$ cat src/rtl/exec_ctrl_pkg.sv
// Shared definitions for the decode/execute core: opcodes, ALUOp codes,
// ALU function codes and the ALU control-word layout.
package exec_ctrl_pkg;

    localparam int DATA_W = 32;

    localparam logic [6:0] OPC_RTYPE  = 7'b0110011;
    localparam logic [6:0] OPC_IALU   = 7'b0010011;
    localparam logic [6:0] OPC_LOAD   = 7'b0000011;
    localparam logic [6:0] OPC_STORE  = 7'b0100011;
    localparam logic [6:0] OPC_BRANCH = 7'b1100011;

    localparam logic [6:0] F7_BASE = 7'b0000000;
    localparam logic [6:0] F7_ALT  = 7'b0100000;

    typedef enum logic [3:0] {
        ALUOP_ADD   = 4'd0,
        ALUOP_SUB   = 4'd1,
        ALUOP_SLL   = 4'd2,
        ALUOP_SLT   = 4'd3,
        ALUOP_SLTU  = 4'd4,
        ALUOP_XOR   = 4'd5,
        ALUOP_SRL   = 4'd6,
        ALUOP_SRA   = 4'd7,
        ALUOP_OR    = 4'd8,
        ALUOP_AND   = 4'd9,
        ALUOP_SEQ   = 4'd10,
        ALUOP_SGE   = 4'd11,
        ALUOP_SGEU  = 4'd12,
        ALUOP_RSV13 = 4'd13,
        ALUOP_RSV14 = 4'd14,
        ALUOP_RSV15 = 4'd15
    } aluop_e;

    // ALU function field, ctrl[3:0]
    localparam logic [3:0] FN_ADD  = 4'd0;
    localparam logic [3:0] FN_SLL  = 4'd1;
    localparam logic [3:0] FN_SLT  = 4'd2;
    localparam logic [3:0] FN_SLTU = 4'd3;
    localparam logic [3:0] FN_XOR  = 4'd4;
    localparam logic [3:0] FN_SRL  = 4'd5;
    localparam logic [3:0] FN_SRA  = 4'd6;
    localparam logic [3:0] FN_OR   = 4'd7;
    localparam logic [3:0] FN_AND  = 4'd8;
    localparam logic [3:0] FN_EQ   = 4'd9;

    localparam int CTRL_SUB_BIT = 4;
    localparam int CTRL_INV_BIT = 5;

    // Map an ALUOp to the 6-bit ALU control word {invert, subtract, function}.
    function automatic logic [5:0] aluop_to_ctrl(input aluop_e op);
        logic [5:0] ctrl;
        case (op)
            ALUOP_ADD:  ctrl = {1'b0, 1'b0, FN_ADD};
            ALUOP_SUB:  ctrl = {1'b0, 1'b1, FN_ADD};
            ALUOP_SLL:  ctrl = {1'b0, 1'b0, FN_SLL};
            ALUOP_SLT:  ctrl = {1'b0, 1'b0, FN_SLT};
            ALUOP_SLTU: ctrl = {1'b0, 1'b0, FN_SLTU};
            ALUOP_XOR:  ctrl = {1'b0, 1'b0, FN_XOR};
            ALUOP_SRL:  ctrl = {1'b0, 1'b0, FN_SRL};
            ALUOP_SRA:  ctrl = {1'b0, 1'b0, FN_SRA};
            ALUOP_OR:   ctrl = {1'b0, 1'b0, FN_OR};
            ALUOP_AND:  ctrl = {1'b0, 1'b0, FN_AND};
            ALUOP_SEQ:  ctrl = {1'b0, 1'b0, FN_EQ};
            ALUOP_SGE:  ctrl = {1'b1, 1'b0, FN_SLT};
            ALUOP_SGEU: ctrl = {1'b1, 1'b0, FN_SLTU};
            default:    ctrl = {1'b0, 1'b0, FN_ADD};
        endcase
        return ctrl;
    endfunction

endpackage

$ cat src/rtl/exec_ctrl_unit_alu_core.sv
// Combinational integer ALU driven by the 6-bit control word; also flags a zero result.
module alu_core
    import exec_ctrl_pkg::*;
#(
    parameter int XLEN = 32
) (
    input  logic [XLEN-1:0] a,
    input  logic [XLEN-1:0] b,
    input  logic [5:0]      ctrl,
    output logic [XLEN-1:0] result,
    output logic            zero
);

    localparam logic [XLEN-1:0] ZERO_W = {XLEN{1'b0}};
    localparam logic [XLEN-1:0] ONE_W  = {{(XLEN-1){1'b0}}, 1'b1};

    logic [3:0]      fn_s;
    logic            sub_s;
    logic            inv_s;
    logic [4:0]      shamt_s;
    logic [XLEN-1:0] b_eff_s;
    logic            cmp_s;

    assign fn_s    = ctrl[3:0];
    assign sub_s   = ctrl[CTRL_SUB_BIT];
    assign inv_s   = ctrl[CTRL_INV_BIT];
    assign shamt_s = b[4:0];

    // Select the function; compares return 0/1, optionally inverted.
    always_comb begin
        result  = ZERO_W;
        cmp_s   = 1'b0;
        b_eff_s = sub_s ? (~b + ONE_W) : b;
        case (fn_s)
            FN_ADD:  result = a + b_eff_s;
            FN_SLL:  result = a << shamt_s;
            FN_SLT: begin
                cmp_s  = ($signed(a) < $signed(b));
                result = {{(XLEN-1){1'b0}}, cmp_s ^ inv_s};
            end
            FN_SLTU: begin
                cmp_s  = (a < b);
                result = {{(XLEN-1){1'b0}}, cmp_s ^ inv_s};
            end
            FN_XOR:  result = a ^ b;
            FN_SRL:  result = a >> shamt_s;
            FN_SRA:  result = $signed(a) >>> shamt_s;
            FN_OR:   result = a | b;
            FN_AND:  result = a & b;
            FN_EQ: begin
                cmp_s  = (a == b);
                result = {{(XLEN-1){1'b0}}, cmp_s ^ inv_s};
            end
            default: result = ZERO_W;
        endcase
    end

    assign zero = (result == ZERO_W);

endmodule

$ cat src/rtl/exec_ctrl_unit.sv
// Decode-and-execute core: main decoder, ALUOp mapping, ALU and status flops.
module exec_ctrl_unit
    import exec_ctrl_pkg::*;
#(
    parameter int XLEN = 32
) (
    input  logic            clk_i,
    input  logic            rst_i,
    input  logic [31:0]     inst_i,
    input  logic [XLEN-1:0] rs1_data_i,
    input  logic [XLEN-1:0] op2_data_i,
    output logic            branch_o,
    output logic            memread_o,
    output logic            memtoreg_o,
    output logic            memwrite_o,
    output logic            alusrc_o,
    output logic            regwrite_o,
    output logic [XLEN-1:0] alu_result_o,
    output logic            zero_o,
    output logic            illegal_o,
    output logic            zero_q_o,
    output logic            illegal_sticky_o
);

    logic [6:0] opcode_s;
    logic [2:0] funct3_s;
    logic [6:0] funct7_s;
    aluop_e     aluop_s;
    logic [5:0] alu_ctrl_s;
    logic       branch_s, memread_s, memtoreg_s, memwrite_s, alusrc_s, regwrite_s;
    logic       illegal_s;
    logic       zero_q_r;
    logic       illegal_sticky_r;
    logic       unused_inst_s;

    assign opcode_s      = inst_i[6:0];
    assign funct3_s      = inst_i[14:12];
    assign funct7_s      = inst_i[31:25];
    assign unused_inst_s = ^{inst_i[24:15], inst_i[11:7]};

    // Main decoder; unsupported encodings leave every control low and ALUOp at ADD.
    always_comb begin
        branch_s   = 1'b0;
        memread_s  = 1'b0;
        memtoreg_s = 1'b0;
        memwrite_s = 1'b0;
        alusrc_s   = 1'b0;
        regwrite_s = 1'b0;
        illegal_s  = 1'b0;
        aluop_s    = ALUOP_ADD;
        case (opcode_s)
            OPC_RTYPE: begin
                if (funct7_s == F7_BASE) begin
                    regwrite_s = 1'b1;
                    case (funct3_s)
                        3'b000:  aluop_s = ALUOP_ADD;
                        3'b001:  aluop_s = ALUOP_SLL;
                        3'b010:  aluop_s = ALUOP_SLT;
                        3'b011:  aluop_s = ALUOP_SLTU;
                        3'b100:  aluop_s = ALUOP_XOR;
                        3'b101:  aluop_s = ALUOP_SRL;
                        3'b110:  aluop_s = ALUOP_OR;
                        default: aluop_s = ALUOP_AND;
                    endcase
                end else if ((funct7_s == F7_ALT) && (funct3_s == 3'b000)) begin
                    regwrite_s = 1'b1;
                    aluop_s    = ALUOP_SUB;
                end else if ((funct7_s == F7_ALT) && (funct3_s == 3'b101)) begin
                    regwrite_s = 1'b1;
                    aluop_s    = ALUOP_SRA;
                end else begin
                    illegal_s = 1'b1;
                end
            end
            OPC_IALU: begin
                case (funct3_s)
                    3'b000:  aluop_s = ALUOP_ADD;
                    3'b010:  aluop_s = ALUOP_SLT;
                    3'b011:  aluop_s = ALUOP_SLTU;
                    3'b100:  aluop_s = ALUOP_XOR;
                    3'b110:  aluop_s = ALUOP_OR;
                    3'b111:  aluop_s = ALUOP_AND;
                    3'b001: begin
                        if (funct7_s == F7_BASE) aluop_s = ALUOP_SLL;
                        else                     illegal_s = 1'b1;
                    end
                    default: begin
                        if (funct7_s == F7_BASE)     aluop_s = ALUOP_SRL;
                        else if (funct7_s == F7_ALT) aluop_s = ALUOP_SRA;
                        else                         illegal_s = 1'b1;
                    end
                endcase
                if (!illegal_s) begin
                    regwrite_s = 1'b1;
                    alusrc_s   = 1'b1;
                end else begin
                    aluop_s = ALUOP_ADD;
                end
            end
            OPC_LOAD: begin
                if (funct3_s == 3'b010) begin
                    memread_s  = 1'b1;
                    memtoreg_s = 1'b1;
                    regwrite_s = 1'b1;
                    alusrc_s   = 1'b1;
                end else begin
                    illegal_s = 1'b1;
                end
            end
            OPC_STORE: begin
                if (funct3_s == 3'b010) begin
                    memwrite_s = 1'b1;
                    alusrc_s   = 1'b1;
                end else begin
                    illegal_s = 1'b1;
                end
            end
            OPC_BRANCH: begin
                // ALU op chosen so that a zero result means the branch is taken.
                branch_s = 1'b1;
                case (funct3_s)
                    3'b000:  aluop_s = ALUOP_SUB;
                    3'b001:  aluop_s = ALUOP_SEQ;
                    3'b100:  aluop_s = ALUOP_SGE;
                    3'b101:  aluop_s = ALUOP_SLT;
                    3'b110:  aluop_s = ALUOP_SGEU;
                    3'b111:  aluop_s = ALUOP_SLTU;
                    default: begin
                        branch_s  = 1'b0;
                        illegal_s = 1'b1;
                    end
                endcase
            end
            default: illegal_s = 1'b1;
        endcase
    end

    assign alu_ctrl_s = aluop_to_ctrl(aluop_s);

    assign branch_o   = branch_s;
    assign memread_o  = memread_s;
    assign memtoreg_o = memtoreg_s;
    assign memwrite_o = memwrite_s;
    assign alusrc_o   = alusrc_s;
    assign regwrite_o = regwrite_s;
    assign illegal_o  = illegal_s;

    alu_core #(.XLEN(XLEN)) u_alu (
        .a      (rs1_data_i),
        .b      (op2_data_i),
        .ctrl   (alu_ctrl_s),
        .result (alu_result_o),
        .zero   (zero_o)
    );

    // Status flops: zero flag sampled every edge, illegal flag sticky until reset.
    always_ff @(posedge clk_i or negedge rst_i) begin
        if (!rst_i) begin
            zero_q_r         <= 1'b0;
            illegal_sticky_r <= 1'b0;
        end else begin
            zero_q_r         <= zero_o;
            illegal_sticky_r <= illegal_sticky_r | illegal_s;
        end
    end

    assign zero_q_o         = zero_q_r;
    assign illegal_sticky_o = illegal_sticky_r;

endmodule

$ cat config.mk
export PLATFORM = sky130hd
export DESIGN_NAME = exec_ctrl_unit
export DESIGN_NICKNAME = d
export VERILOG_FILES = /design/src/rtl/exec_ctrl_pkg.sv /design/src/rtl/exec_ctrl_unit_alu_core.sv /design/src/rtl/exec_ctrl_unit.sv
export SDC_FILE = /design/constraint.sdc
export NUM_CORES = 1
export LEC_CHECK = 0
export CELL_PAD_IN_SITES_DETAIL_PLACEMENT = 1
export CELL_PAD_IN_SITES_GLOBAL_PLACEMENT = 2
export CORE_ASPECT_RATIO = 0.5
export CORE_MARGIN = 5
export CORE_UTILIZATION = 30
export DETAILED_ROUTE_END_ITERATION = 10
export PLACE_DENSITY = 0.84
export SLEW_MARGIN = 20
export SYNTH_ARGS = -nofsm -noshare
export SYNTH_HDL_FRONTEND = slang
export SYNTH_SLANG_ARGS = --single-unit
export TNS_END_PERCENT = 5
$ cat constraint.sdc
create_clock -name clk_i -period 9.07 [get_ports clk_i]
set_input_delay 1.814 -clock clk_i [delete_from_list [all_inputs] [get_ports clk_i]]
set_output_delay 1.814 -clock clk_i [all_outputs]
set_load 0.02 [all_outputs]
==> results of run 1 <==
==> layout by cell type (no fill, tap or decap), types with 21 or more instances in the layout <==
cell / count
a211oi_1: 31
a21oi_1: 92
a22oi_1: 21
buf_4: 397
clkdlybuf4s50_1: 97
ha_1: 130
inv_1: 90
mux2i_1: 45
mux4_2: 57
nand2_1: 152
nand3_1: 30
nor2_1: 149
nor3_1: 34
o21ai_0: 72
xnor2_1: 41
==> logic make-up after synthesis <==
group / after synthesis / synth area share
AND/OR/NAND/NOR: 501 / 0.2218
AO/OA/AOI/OAI: 473 / 0.3067
buffers and inverters: 201 / 0.07814
adder cells (fa/ha/maj): 137 / 0.1610
multiplexers: 120 / 0.1811
XOR/XNOR: 57 / 0.04667
flip-flops: 2 / 0.004679
==> where the power goes <==
part	leakage [nW]	internal, mW	switching, mW	total, mW
Sequential	0.0227	0.00900	0.00000000000343	0.00900
Clock	0.0370	0.0560	0.00906	0.0651
Combinational	6.98	0.460	0.572	1.03
==> final cells by class <==
class	count	area share
diodes	1	0.0001562
clock buffers	3	0.004687
inverters	98	0.02297
multi-input cells	1288	0.6516
flip-flops and latches	2	0.003125
well taps	475	0.03710
repair buffers	541	0.2803
==> layer usage <==
metal | part of all wire | GRT usage | vias up
li1 | - | - | 6482
met1 | 0.42 | 0.4226 | 7237
met2 | 0.44 | 0.5083 | 745
met3 | 0.11 | 0.08490 | 101
met4 | 0.024 | 0.06243 | 2
met5 | 0.00011 | 0 | -
==> final timing paths <==
kind | end | cells after the start
max in group asynchronous | illegal_sticky_o | 1
worst max-delay path | zero_o | 29
worst max register to register | illegal_sticky_o | 1
min in group asynchronous | zero_q_o | 1
worst min register to register | illegal_sticky_o | 1
worst min-delay path | illegal_sticky_o | 1
==> flip-flops by register name, indices dropped and copies added (netlist names) <==
name / flops
zero_q_o: 1
illegal_sticky_o: 1
==> metrics by stage <==
step / setup TNS [ps] / hold WS, ps / setup WS (ps) / cell area (µm²) / utilization
6_report: -163.6 / 456.1 / -163.6 / 16020 / 0.4598
4_1_cts: -68.60 / 461.7 / -68.60 / 15780 / 0.4530
2_1_floorplan: 0 / 595.3 / 21.98 / 10730 / -
5_1_grt: -589.0 / 480.3 / -442.2 / 16020 / 0.4598
3_5_place_dp: -6365 / 454.3 / -1443 / 14990 / 0.4304
3_3_place_gp: -5413 / 452.0 / -1261 / 14990 / 0.4304
==> repair_timing <==
action	CTS	global route
buffers inserted	32	8
gates resized for setup	146	45
setup endpoints to repair	14	8
pin swaps	62	50
==> key figures, run 1 <==
Synthesis
  • Top-count cell post-synth: nand2_1
  • Number of flops mapped to enable cells by yosys: 0
  • Yosys cell types: 94
  • Sequential area share after synthesis: 0.004679
  • Post-synth top cells: 160 x nand2_1, 151 x nor2_1, 136 x ha_1
  • Top-area cell type share of the netlist area: 0.1591
  • Synth area leaders: ha_1 16%, mux4_2 12%, nand2_1 5.6%
  • Cell Area, Synth: 10700 µm²
  • Syn Area/Cell: 7.174 µm²
  • #FFs+latches synth: 2
  • Yosys warns: 0
  • Synth Instances: between 1000 and 1500
  • Syn nets: 1726
  • Asr flop ratio synth: 1.000
  • Area leader, netlist: ha_1
  • Top_reg_cell synth: dfrtp_1

Setup path
  • Worst Path Required: roughly 7300 ps
  • Crit path buffers/inverters: 7
  • Crit. Startpoint: inst_i[3]
  • Slowest stage delay, CP: 570 ps
  • Most used cell, CP: buf_4
  • Crit path arrival time: 7420 ps
  • RR Startpoint: illegal_sticky_o
  • Crit path launch type: primary input
  • Delay-heaviest family, CP: simple AND/OR/NAND/NOR gates
  • Worst setup EP type: primary output
  • Crit-path max FO: 7
  • Slowest CP cell: or4_4
  • Critical path type: primary input to primary output
  • Reg-to-reg slack, setup: 8300 ps

CTS
  • Depth of the CTS H-tree: 1
  • Clock Sinks: 2
  • CTS clock-pin slew for the worst setup and hold paths: approximately 30 ps
  • Skew-Pair Late Insertion Delay: 220 ps
  • Hold_buf cts: 0
  • Deepest clock path buffer count: 2
  • TritonCTS clock tree: yes
  • Root Buffer Master: clkbuf_16
  • CTS Buf Count: 3

Detailed routing
  • Final ANT Viol Nets: 0
  • Drt drc: 0
  • Final WL: roughly 66000 µm
  • Routed via count: 14570
  • Pre-antenna DRT Iters: 5
  • First-iteration detailed-routing DRC count: 1787
  • Via density per instance: approximately 6.0
  • Wire length per cell: 27.40 µm

STA
  • Tcrit/Tclk final: 1.018
  • Setup violators final: 1
  • RSZ-0062 raised after global routing: yes
  • Final slew viol count: 0
  • Final hold vios: 0
  • Crit path time final: 9234 ps
  • Max Clock Skew: 0 ps
  • Max-slew headroom: 0.2886
  • Worst slew pin tran: approximately 1100 ps
  • Max Clk Rate: around 110 MHz
  • Final WS setup: -163.6 ps

Cells and area
  • FF/Latch Area: ~50 µm²
  • Final Non-Filler Cells: 2408
  • Area Growth Syn to Fin: 49.75%
  • Multi-input gate area: around 10000 µm²
  • Number of nets in the layout: 2169
  • Fill count: between 4000 and 5000
  • Fraction of layout cells with a size suffix above 1: 0.3266

Global routing
  • Largest net degree at the start of global routing: 88
  • Vias in the first global route: 14570
  • Total GRT Usage: 0.3126
  • Initial antenna violation count: 1
  • GR Overflow Total: 0
  • First-pass GRT wire length: 95470 µm

Power
  • Leakage Power: 7.044 nW
  • Power Dens Cells: 69.02 nW/µm²
  • Worst vdd ir: 0.0001364 V
  • Tot Pwr: 1.106 mW

Floorplan
  • Initial Util: 0.3071
  • IO Pins: 140
  • Die Wd: 277.0 µm
  • Die H: 143.5 µm
  • Area of the core: 34830 µm²
  • Site row count: between 40 and 50
  • Full die area: roughly 40000 µm²

Place
  • Dpl hpwl: 52440 µm
  • PortBufs: between 100 and 150
  • Placed Instances: ~2400
  • GPL Wtd Cong: approximately 1.0

Hold path
  • Hold Startpoint: illegal_sticky_o
  • HP Class: flop to flop

Outcome
  • Outcome: finished, violations left
  • Failing checks: negative setup slack

Flow run
  • MaxCap Viol Count: 0
Power figures use the tool's default switching activity.
==> run 2, diff against run 1 <==
Settings changed: ABC_CLOCK_PERIOD_IN_PS from default to 9070, CTS_BUF_LIST from default to sky130_fd_sc_hd__clkbuf_8, SETUP_SLACK_MARGIN from default to 0.1.
==> run 2 against run 1 <==
Net effect:
- the flow still finishes with violations (negative setup slack)
- non-clock buffer count fell by 27
- die area did not move
- via count fell by 0.77%
- design area fell by 3.5%
- clock skew did not move
- maximum frequency fell by 2.1%
- core utilization fell by 1.6 points
- hold slack improved by 22 ps
- clock power fell by 47%
- highest routed layer unchanged
- setup slack got worse by 190 ps
- largest power group unchanged
- wire length fell by 2.9%
- register-to-register slack barely moved
==> key figures, run 2 (same netlist as run 1, synthesis figures left out) <==
STA
  • Setup violators final: 1 (unchanged)
  • Max Clk Rate: 106.1 MHz (was 108.3 MHz)
  • Final slew viol count: 0 (unchanged)
  • RSZ-0062 raised after global routing: yes (unchanged)
  • Max Clock Skew: 0 ps (unchanged)
  • Worst slew pin tran: 980.1 ps (was 1056 ps)
  • Tcrit/Tclk final: 1.039 (was 1.018)
  • Final hold vios: 0 (unchanged)
  • Crit path time final: 9427 ps (was 9234 ps)
  • Final WS setup: -357.5 ps (was -163.6 ps)
  • Smallest hold slack: 478.0 ps (was 456.1 ps)
  • Max-slew headroom: 0.3397 (was 0.2886)

Cells and area
  • Final Util: 0.4437 (was 0.4598)
  • Number of nets in the layout: 2142 (was 2169)
  • Fraction of layout cells with a size suffix above 1: 0.3045 (was 0.3266)
  • Most frequent cells in the layout: 387 x buf_4, 156 x nand2_1, 148 x nor2_1, 135 x ha_1, 96 x a21oi_1 (was 397 x buf_4, 152 x nand2_1, 149 x nor2_1, 130 x ha_1, 97 x clkdlybuf4s50_1)
  • Multi-input gate area: 10180 µm² (was 10440 µm²)
  • FF/Latch Area: 50.05 µm² (unchanged)
  • Area Growth Syn to Fin: 44.48% (was 49.75%)
  • N_diodes: 0 (was 1)
  • Final Non-Filler Cells: 2380 (was 2408)
  • Most common cell after layout, fill and taps aside: buf_4 (unchanged)
  • Fill count: 4375 (was 4313)

Power
  • Clock group share of total power: 0.034 (was 0.059)
  • Power Dens Cells: 65.64 nW/µm² (was 69.02 nW/µm²)
  • Leakage Power: 6.820 nW (was 7.044 nW)
  • Sw Pwr: 0.5513 mW (was 0.5806 mW)
  • Worst vdd ir: 0.00005749 V (was 0.0001364 V)
  • Tot Pwr: 1.014 mW (was 1.106 mW)
  • Sw Ratio: 0.5435 (was 0.5251)
  • Gate power share: 0.957 (was 0.933)
  • Internal power: 0.4631 mW (was 0.5250 mW)
  • Sequential Power Share: 0.009 (was 0.008)

CTS
  • CTS clock-pin slew for the worst setup and hold paths: 30 ps (about the same)
  • CTS Buf Count: 3 (unchanged)
  • Clock Sinks: 2 (unchanged)
  • Root Buffer Master: clkbuf_8 (was clkbuf_16)
  • Deepest clock path buffer count: 2 (unchanged)
  • TritonCTS clock tree: yes (unchanged)
  • Depth of the CTS H-tree: 1 (unchanged)
  • Skew-Pair Late Insertion Delay: 210 ps (was 220 ps)

Global routing
  • Initial antenna violation count: 1 (unchanged)
  • GRT met2 Usage: 0.4953 (was 0.5083)
  • Vias in the first global route: 14510 (was 14570)
  • Met1 Use GR: 0.4111 (was 0.4226)
  • GR Overflow Total: 0 (unchanged)
  • Total GRT Usage: 0.3060 (was 0.3126)
  • Largest net degree at the start of global routing: 88 (unchanged)
  • Grt met3 use: 0.08571 (was 0.08490)
  • First-pass GRT wire length: 93430 µm (was 95470 µm)
  • Most used routing layer in global routing: met2 (unchanged)

Floorplan
  • Area of the core: 34830 µm² (unchanged)
  • Site row count: 48 (unchanged)
  • Full die area: 39760 µm² (unchanged)
  • Die Wd: 277.0 µm (unchanged)
  • IO Pins: 140 (unchanged)
  • Die H: 143.5 µm (unchanged)
  • Initial Util: 0.3071 (unchanged)

Detailed routing
  • Via density per instance: 6.074 (was 6.049)
  • Final ANT Viol Nets: 0 (unchanged)
  • Routed via count: 14460 (was 14570)
  • First-iteration detailed-routing DRC count: 1583 (was 1787)
  • Drt drc: 0 (unchanged)
  • Wire length per cell: 26.93 µm (was 27.40 µm)
  • Pre-antenna DRT Iters: 8 (was 5)
  • Final WL: 64080 µm (was 65980 µm)

Outcome
  • Failing checks: negative setup slack (unchanged)
  • Outcome: finished, violations left (unchanged)

Setup path
  • Critical path type: primary input to primary output (unchanged)
  • Slowest stage delay, CP: 370 ps (was 570 ps)
  • Slowest CP cell: nor4_1 (was or4_4)
  • Crit-path max FO: 6 (was 7)
  • Worst setup EP type: primary output (unchanged)
  • Crit path arrival time: 7610 ps (was 7420 ps)
  • Reg-to-reg slack, setup: 8290 ps (was 8300 ps)
  • Worst Path Required: 7260 ps (about the same)
  • Crit path launch type: primary input (unchanged)

Place
  • Pre-CTS WS: -1434 ps (was -1443 ps)
  • Placed Instances: 2366 (was 2365)
  • Dpl hpwl: 52230 µm (was 52440 µm)
  • GPL Wtd Cong: 1.039 (was 1.047)
  • PortBufs: 124 (unchanged)

Flow run
  • MaxCap Viol Count: 0 (unchanged)

Hold path
  • HP Class: flop to flop (unchanged)
## run 2: worst max-delay path: cells and delay by family
| kind | cells | cell delay, ps |
|---|---|---|
| AND/OR/NAND/NOR | 10 | 2130 |
| multiplexers | 1 | 200 |
| buffers and inverters | 6 | 1270 |
| adder cells (fa/ha/maj) | 2 | 470 |
| AO/OA/AOI/OAI | 8 | 1410 |
| XOR/XNOR | 2 | 300 |
## run 2: per-layer routing
layer,part of all wire,wire length (µm)
met1,0.43,27420
met2,0.44,28070
met3,0.11,6909
met4,0.026,1672
met5,0.00020,13
## run 2: power groups by stage
stage               combinational [mW]  sequential [mW]  clock (mW)
global placement                 0.913          0.00909           0
CTS                              0.944          0.00900      0.0355
global route                      1.02          0.00899      0.0373
floorplan                        0.454          0.00909           0
detailed placement               0.925          0.00909           0
finish                           0.971          0.00900      0.0344
## run 2: layout make-up
type	count	area share
Sequential cell	2	0.003238
Multi-Input combinational cell	1288	0.6587
Tap cell	475	0.03846
Clock buffer	3	0.002672
Timing Repair Buffer	514	0.2732
Inverter	98	0.02380
## run 2: stage by stage
stage                     cell area (µm²)  TNS, ps
after floorplan                     10770        0
after global placement              15000    -5498
after detailed placement            15000    -5977
after CTS                           15410   -222.5
after global routing                15450   -706.9
final                               15450   -357.5
## run 2: repair_timing
| item | in CTS | in global routing |
|---|---|---|
| resized for setup | 103 | 27 |
| pin swaps | 33 | 1 |
| gates cloned | 1 | 0 |
| setup endpoints to repair | 18 | 14 |
| setup buffers | 10 | 0 |
| hold buffers | 0 | 0 |
## run 2: worst paths after layout
| path | from | end | cells after the start |
|---|---|---|---|
| setup reg to reg | illegal_sticky_o | illegal_sticky_o | 1 |
| hold / removal | illegal_sticky_o | illegal_sticky_o | 1 |
| min in group asynchronous | rst_i | illegal_sticky_o | 1 |
| max in group asynchronous | rst_i | zero_q_o | 1 |
| hold reg to reg | illegal_sticky_o | illegal_sticky_o | 1 |
| setup / recovery | inst_i[13] | zero_o | 29 |
